--- config.mk ---
export PLATFORM = sky130hd
export DESIGN_NAME = ifu_inst_queue
export DESIGN_NICKNAME = d
export VERILOG_FILES = /design/src/rtl/ifu_inst_queue.sv
export SDC_FILE = /design/constraint.sdc
export NUM_CORES = 1
export LEC_CHECK = 0
export BUFFER_PORTS_ARGS = -buffer_cell sky130_fd_sc_hd__buf_2
export CELL_PAD_IN_SITES_DETAIL_PLACEMENT = 1
export CELL_PAD_IN_SITES_GLOBAL_PLACEMENT = 1
export CORE_AREA = 2 2 204 206
export CTS_CLUSTER_DIAMETER = 80
export DETAILED_ROUTE_END_ITERATION = 12
export DIE_AREA = 0 0 206 208
export GPL_TIMING_DRIVEN = 0
export PLACE_DENSITY_LB_ADDON = 0.1
export SYNTH_ARGS = -nofsm -noshare
export SYNTH_HDL_FRONTEND = slang
export SYNTH_SLANG_ARGS = --single-unit
--- constraint.sdc ---
create_clock -name Clk -period 16 [get_ports Clk]
set_clock_uncertainty 0.05 [all_clocks]
set_input_delay 3.2 -clock Clk [delete_from_list [all_inputs] [get_ports Clk]]
set_output_delay 3.2 -clock Clk [all_outputs]
set_load 0.01 [all_outputs]
--- src/rtl/ifu_inst_queue.sv ---
// Instruction queue between the bus read response and decode: buffers {addr, inst}
// pairs, hits on the architectural Pc and requests a redirect on a miss. Perf counters behind IFU_QUEUE_PERF_EN.
module ifu_inst_queue #(
  parameter int DEPTH = 4,
  parameter int AW    = 64
) (
  input  logic                     Clk,
  input  logic                     Rst,
  input  logic                     ReadShakeHands,
  input  logic [AW-1:0]            BusRAddr,
  input  logic [31:0]              BusRData,
  input  logic [AW-1:0]            Pc,
  input  logic                     PcValid,
  input  logic                     IdReady,
  output logic [31:0]              InstOut,
  output logic [AW-1:0]            InstAddrOut,
  output logic                     InstValid,
  output logic                     CacheMissing,
  output logic [AW-1:0]            JumpAddr,
  output logic                     CacheFull,
`ifdef IFU_QUEUE_PERF_EN
  output logic [31:0]              HitCount,
  output logic [31:0]              MissCount,
`endif
  output logic                     fsm_state,
  output logic [$clog2(DEPTH):0]   fill_count
);

  localparam int PW = $clog2(DEPTH);
  localparam int CW = PW + 1;

  typedef enum logic {RUN = 1'b0, REFILL = 1'b1} state_t;

  state_t          state, state_next;
  logic [PW-1:0]   rd_ptr, wr_ptr, rd_next, wr_next;
  logic [CW-1:0]   count, count_next;
  logic [AW-1:0]   jump_next;
  logic            miss, pop, push;
  logic [AW-1:0]   mem_addr [DEPTH];
  logic [31:0]     mem_inst [DEPTH];

  // Handshake: ReadShakeHands is a valid-only strobe (CacheFull is advance warning,
  // not a ready), and the head leaves the queue only on InstValid & IdReady.
  assign InstOut     = mem_inst[rd_ptr];
  assign InstAddrOut = mem_addr[rd_ptr];
  assign InstValid   = PcValid && (count != '0) && (InstAddrOut == Pc) && (state == RUN);
  assign miss        = PcValid && (count != '0) && (InstAddrOut != Pc) && (state == RUN);
  assign pop         = InstValid && IdReady;
  assign CacheFull   = (count >= CW'(DEPTH - 1));
  assign fsm_state   = (state == REFILL);
  assign fill_count  = count;

  always_comb begin
    state_next = state;
    rd_next    = rd_ptr;
    wr_next    = wr_ptr;
    count_next = count;
    jump_next  = JumpAddr;
    push       = 1'b0;
    case (state)
      RUN: begin
        if (miss) begin
          jump_next  = Pc;
          rd_next    = '0;
          wr_next    = '0;
          count_next = '0;
          state_next = REFILL;
          // A response that already carries the target completes the refill at once.
          if (ReadShakeHands && (BusRAddr == Pc)) begin
            push       = 1'b1;
            wr_next    = PW'(1);
            count_next = CW'(1);
            state_next = RUN;
          end
        end else begin
          push = ReadShakeHands && ((count != CW'(DEPTH)) || pop);
          if (push) wr_next = wr_ptr + PW'(1);
          if (pop)  rd_next = rd_ptr + PW'(1);
          count_next = count + CW'(push) - CW'(pop);
        end
      end
      REFILL: begin
        if (ReadShakeHands && (BusRAddr == JumpAddr)) begin
          push       = 1'b1;
          wr_next    = wr_ptr + PW'(1);
          count_next = count + CW'(1);
          state_next = RUN;
        end
      end
      default: state_next = RUN;
    endcase
  end

  always_ff @(posedge Clk) begin
    if (!Rst) begin
      state        <= RUN;
      rd_ptr       <= '0;
      wr_ptr       <= '0;
      count        <= '0;
      CacheMissing <= 1'b0;
      JumpAddr     <= '0;
    end else begin
      state        <= state_next;
      rd_ptr       <= rd_next;
      wr_ptr       <= wr_next;
      count        <= count_next;
      CacheMissing <= miss;
      JumpAddr     <= jump_next;
    end
  end

  // Storage is not reset; validity is carried entirely by count.
  always_ff @(posedge Clk) begin
    if (push) begin
      mem_addr[miss ? '0 : wr_ptr] <= BusRAddr;
      mem_inst[miss ? '0 : wr_ptr] <= BusRData;
    end
  end

`ifdef IFU_QUEUE_PERF_EN
  always_ff @(posedge Clk) begin
    if (!Rst) begin
      HitCount  <= '0;
      MissCount <= '0;
    end else begin
      if (pop)  HitCount  <= HitCount + 32'd1;
      if (miss) MissCount <= MissCount + 32'd1;
    end
  end
`else
  // Performance counters are not built in this configuration.
`endif

endmodule
After elaboration in Yosys (flattened, before gate mapping)
Memories as Yosys holds them, arrays and structs flattened. A register that Yosys moved wholly into a read port is not among the register bits.
Index checks and enable logic that the tools add are counted.
{"block": "totals", "reg_bits": 73, "mem_bits_rw": 384, "input_bits": 165, "output_inout_bits": 167, "elab_cells": 63, "memories": 2}
{"name": "mem_addr", "depth": 4, "width": 64, "read_ports": 1, "rd_ports_with_merged_regs": 1, "write_ports": 1, "line": "39", "text": "logic [AW-1:0] mem_addr [DEPTH];"}
{"name": "mem_inst", "depth": 4, "width": 32, "read_ports": 1, "rd_ports_with_merged_regs": 1, "write_ports": 1, "line": "40", "text": "logic [31:0] mem_inst [DEPTH];"}
{"block": "classes", "n_addsub": 5, "order_cmp": 1, "eq_ne": 7, "n_mux": 26, "bitwise_logic": 1, "reduce_logical": 15}
{"cell": "64-bit == test", "count": 3}
{"cell": "64-bit inequality test", "count": 1}
{"cell": "2-bit two-way mux", "count": 10}
{"cell": "1-bit two-way mux", "count": 10}
{"cell": "1-bit logical AND", "count": 9}
{"cell": "3-bit two-way mux", "count": 2}
{"cell": "3-bit case mux with 2 select lines", "count": 1}
{"cell": "2-bit AND reduction", "count": 3}
{"cell": "2-bit by 1-bit adder with 2-bit output, second input constant", "count": 2}
{"cell": "1-bit case mux with 2 select lines", "count": 2}
{"cell": "2-bit case mux with 2 select lines", "count": 1}
{"cell": "3-bit by 1-bit adder with 3-bit output", "count": 1}
{"cell": "3-bit by 1-bit adder with 3-bit output, second input constant", "count": 1}
{"cell": "3-bit by 2-bit >= comparator with 1-bit output, second input constant", "count": 1}
{"cell": "3-bit by 2-bit inequality test with 1-bit output, second input constant", "count": 1}
{"cell": "3-bit inequality test, second input constant", "count": 1}
{"cell": "3-bit nonzero test", "count": 1}
{"cell": "3-bit by 1-bit subtractor with 3-bit output", "count": 1}
{"cell": "2-bit by 1-bit inequality test with 1-bit output, second input constant", "count": 1}
{"cell": "2-bit nonzero test", "count": 1}
{"cell": "1-bit logical OR", "count": 1}
{"cell": "1-bit NOT", "count": 1}

Logic depth before layout (Yosys ltp)
{"block": "logic_depth", "depth_word": 11, "mapped_depth": 18}

Least setup slack after synthesis
OpenSTA, ideal clock, no wires.
{"block": "synth_path", "path_kind": "input-to-reg", "start": "input port Pc[25]", "end": "memory mem_addr[2][0], enable pin", "t_arrival_ps": 11434, "required_ps": 15262, "path_slack_ps": 3827, "cell_stages": 8, "path_buffers": 1, "path_cell_list": "xnor2_1 > nand4_1 > nor4_1 > nand4_2 > nand2_1 > buf_2 > nand3_1 > nor3b_1"}
{"block": "synth_via", "elab_chain_len": 10, "elab_cells_between_ends": 17}
{"element": "start: declaration", "line": "12", "text": "input logic [AW-1:0] Pc,"}
{"element": "64-bit == test", "line": "46", "text": "assign InstValid = PcValid && (count != '0) && (InstAddrOut == Pc) && (state == RUN);"}
{"element": "1-bit logical AND (2 in a row)", "line": "46"}
{"element": "1-bit logical AND", "line": "48", "text": "assign pop = InstValid && IdReady;"}
{"element": "1-bit logical OR", "line": "76", "text": "push = ReadShakeHands && ((count != CW'(DEPTH)) || pop);"}
{"element": "1-bit logical AND", "line": "76"}
{"element": "1-bit two-way mux", "line": "62", "text": "if (miss) begin"}
{"element": "1-bit case mux with 2 select lines", "line": "60", "text": "case (state)"}
{"element": "1-bit two-way mux", "line": "114", "text": "if (push) begin"}
{"element": "1-bit two-way mux", "line": "115", "text": "mem_addr[miss ? '0 : wr_ptr] <= BusRAddr;"}
{"element": "end: declaration", "line": "39"}
Several ways; a longest one is shown, not always the timed one.

Worst setup path after layout
{"block": "layout_path", "start": "input port Pc[29]", "end": "output port InstValid"}
{"block": "layout_via", "elab_chain_len": 3}
{"element": "64-bit == test", "line": "46"}
{"element": "1-bit logical AND (2 in a row)", "line": "46"}
{"element": "end: declaration", "line": "17", "text": "output logic InstValid,"}
No other way between the ends.

==> key figures <==
Floorplan
  – Die footprint: about 43,000 sq um
  – DIE WIDTH: approximately 210 um
  – IO Pins: 332
  – Total core area: ~41,000 sq um
  – Row count: 74
  – Die Y: approximately 210 um
  – Initial Util: 46.6%

Detailed routing
  – DRC viols: 0
  – Total Wirelength: roughly 62,000 um
  – Average wire per standard cell: slightly below 30 um
  – Via-to-Cell Ratio: 5.69
  – Initial drt markers: 1,010
  – Antenna-violating nets left: 0
  – Vias: 12,200
  – DR pass1 iterations: 5

Setup path
  – Ordered list of cells on the worst path: buf_2 -> xnor2_1 -> nand4_1 -> nor4_1 -> nand4_2 -> clkbuf_1 -> nor2_1 -> buf_2
  – Critical path type: in -> out
  – Slowest-stage cell, CP: xnor2_1
  – WP data required: about 13 ns
  – CP startpoint: Pc[29]
  – CP Capture Type: output pin
  – Crit-path max FO: 10
  – FF-to-FF path depth: 15
  – Setup crit start kind: primary input
  – Most used cell, CP: buf_2
  – Worst EP arrival: 5.75 ns
  – Slowest stage delay, CP: approximately 0.47 ns

Placed design
  – Dpl cell area: around 22,000 sq um
  – Final HPWL from detailed placement: between 40,000 and 50,000 um
  – Buffers on Ports: ~330
  – Routability Congestion: ~0.92

Layout
  – Commonest cells after routing, fill and taps aside: edfxtp_1, buf_2, xnor2_1
  – Final layout net count: 1,735
  – Commonest non-fill, non-tap cell in the layout: edfxtp_1
  – Fillers: 3,944
  – Layout cell share with drive strength beyond 1: approximately a third
  – Area growth, synth to finish: 22.7%
  – Final Cell Area: roughly 23,000 sq um

Yosys
  – Share of synthesized flip-flops with an asynchronous set or reset: 0%
  – Warnings, synthesis: 0
  – Yosys reg bits: roughly 460
  – Synth Flop Type: edfxtp_1
  – Syn Area/Cell: around 16 sq um
  – Yosys top cell by area: edfxtp_1
  – Mapped Area: between 15,000 and 20,000 sq um
  – EDFF count, synth: 384
  – Share of the synthesized area in the top cell type: 61.1%
  – Post-synthesis sequential area ratio: 69.0%
  – Gate Count Post-Synth: 1,163
  – Synth area leaders: edfxtp_1, mux4_2, dfxtp_1
  – Net Count, Synth: 1,334
  – Yosys cell types: 48

GRT
  – Vias in the first global route: about 13,000
  – First-pass GRT wire length: 88,700 um
  – Met2 Use GR: between 40% and 50%
  – Largest net degree at the start of global routing: 60
  – Grt total ovfl: 0
  – Initial antenna violation count: 10
  – Met3 usage: a little under 7%
  – Overall routing resource usage: between 20 and 30%
  – Gr busiest metal: met2
  – Met1 GRT Util: slightly below 40%

Clock network
  – CTS root buf: clkbuf_16
  – H-Tree Depth: 2
  – Setup bufs post-CTS: 0
  – Num CTS Buffers: about 50
  – Clock Latency Late Sink: 0.60 ns
  – Cells resized by post-CTS repair: 0
  – CTS max path bufs: 3
  – CTS sink count: 459
  – Worst-path clk slew: approximately 0.06 ns
  – Hold buffers post-CTS: 0
  – CTS tree: done

Timing
  – RSZ-0062 raised after global routing: false
  – Slew HR: roughly 11%
  – # setup viols final: 0
  – Final Cycle Share: between 50% and 60%
  – Slew Limit Fails: 0
  – Hold Vio Cnt, Final: 0
  – Max Freq: 0.111 GHz
  – Post-route setup TNS: 0 ns
  – Hold Slack: approximately 0.43 ns
  – Worst Tran Pin Value: between 1 and 1.5 ns
  – Fin crit period: 9.00 ns

Power and ir drop
  – Worst VDD drop: 0.117 mV
  – PwrDens: about 170 nW/um^2
  – Lkg Pwr: around 8 nW

Status
  – Outcome: complete, no violations

Hold path
  – Hold path depth: 2
  – Hold_sp: JumpAddr[59]
  – Path type of the worst min-delay path: reg -> reg

Run
  – Max_cap viols: 0
-- synthesized netlist by cell type (all sizes together), types with 2 or more instances --
library cell,count
xnor2,126
buf,23
nand4,36
nor4,17
nor3b,2
a31oi,2
dfxtp,75
o22ai,15
a2111oi,2
mux4,96
nand2b,7
a22o,6
a222oi,2
edfxtp,384
nand3,10
or4,2
o2111ai,2
or3,2
o21ai,2
nor2b,5
o2bb2ai,2
clkbuf,24
ha,5
nand2,116
a221oi,4
inv,46
xor2,31
a211oi,3
nor3,4
a21oi,81
nor2,20
-- worst max-delay path, delay by kind of cell --
kind | cells | cell delay, ns
xor gates and xnor gates | 1 | 0.47
and+or+nand+nor | 4 | 1.38
buffers and inverters | 3 | 0.70
-- flip-flops by register name, summed over array words and instances (netlist names), named ones only --
name,count
mem_addr,256
mem_inst,128
JumpAddr,64
fill_count,3
rd_ptr,2
wr_ptr,2
CacheMissing,1
fsm_state,1
-- routing by layer --
layer / share of wire (%) / wire length [um] / up-vias
li1: - / - / 5277
met1: 40 / 24800 / 6300
met2: 49 / 30800 / 510
met3: 7.9 / 4930 / 94
met4: 2.8 / 1740 / 10
met5: 0.099 / 62 / -
-- kinds of logic (layout without fill, tap and decap cells) --
| kind of cell | after synthesis | in the layout | share of synthesized area (%) |
|---|---|---|---|
| flip-flops | 459 | 459 | 69.0 |
| AND/OR/NAND/NOR | 224 | 224 | 5.63 |
| XOR/XNOR | 157 | 157 | 7.28 |
| AO/OA/AOI/OAI | 128 | 128 | 4.06 |
| multiplexers | 96 | 96 | 11.5 |
| buffers and inverters | 93 | 535 | 2.10 |
| adder cells (fa/ha/maj) | 6 | 6 | 0.437 |
| other | 0 | 7 | 0 |
-- through the flow --
stage	utilization (%)	setup slack (ns)	total power, W	std cells
detailed placement	53.1	7.08	0.00279	2045
CTS	57.1	7.06	0.00392	2137
global route	57.1	6.97	0.00404	2142
floorplan	-	3.83	0.00228	1163
global placement	52.3	-3.72	0.00278	2026
finish	57.1	7.00	0.00390	2144
-- area by class of cell --
cell class	instances	area [sq um]	area share, %
Sequential cell	459	13000	56.3
Multi-Input combinational cell	611	5470	23.6
Timing Repair Buffer	350	1960	8.47
Clock buffer	63	1330	5.75
Tap cell	532	666	2.87
Clock inverter	29	275	1.19
Buffer	47	224	0.967
Inverter	46	178	0.767
Antenna cell	7	17.5	0.0756
-- worst paths after layout --
path | slack [ns] | endpoint
worst min-delay path | 0.43 | JumpAddr[59]
worst max-delay path | 7.00 | InstValid
worst min register to register | 0.43 | JumpAddr[59]
worst max register to register | 9.75 | mem_inst[2][24]
-- power by group --
part / internal, W / switching (W)
clock network: 0.000669 / 0.000470
logic: 0.000443 / 0.000691
registers: 0.00154 / 0.0000828
Power figures use the tool's default switching activity.
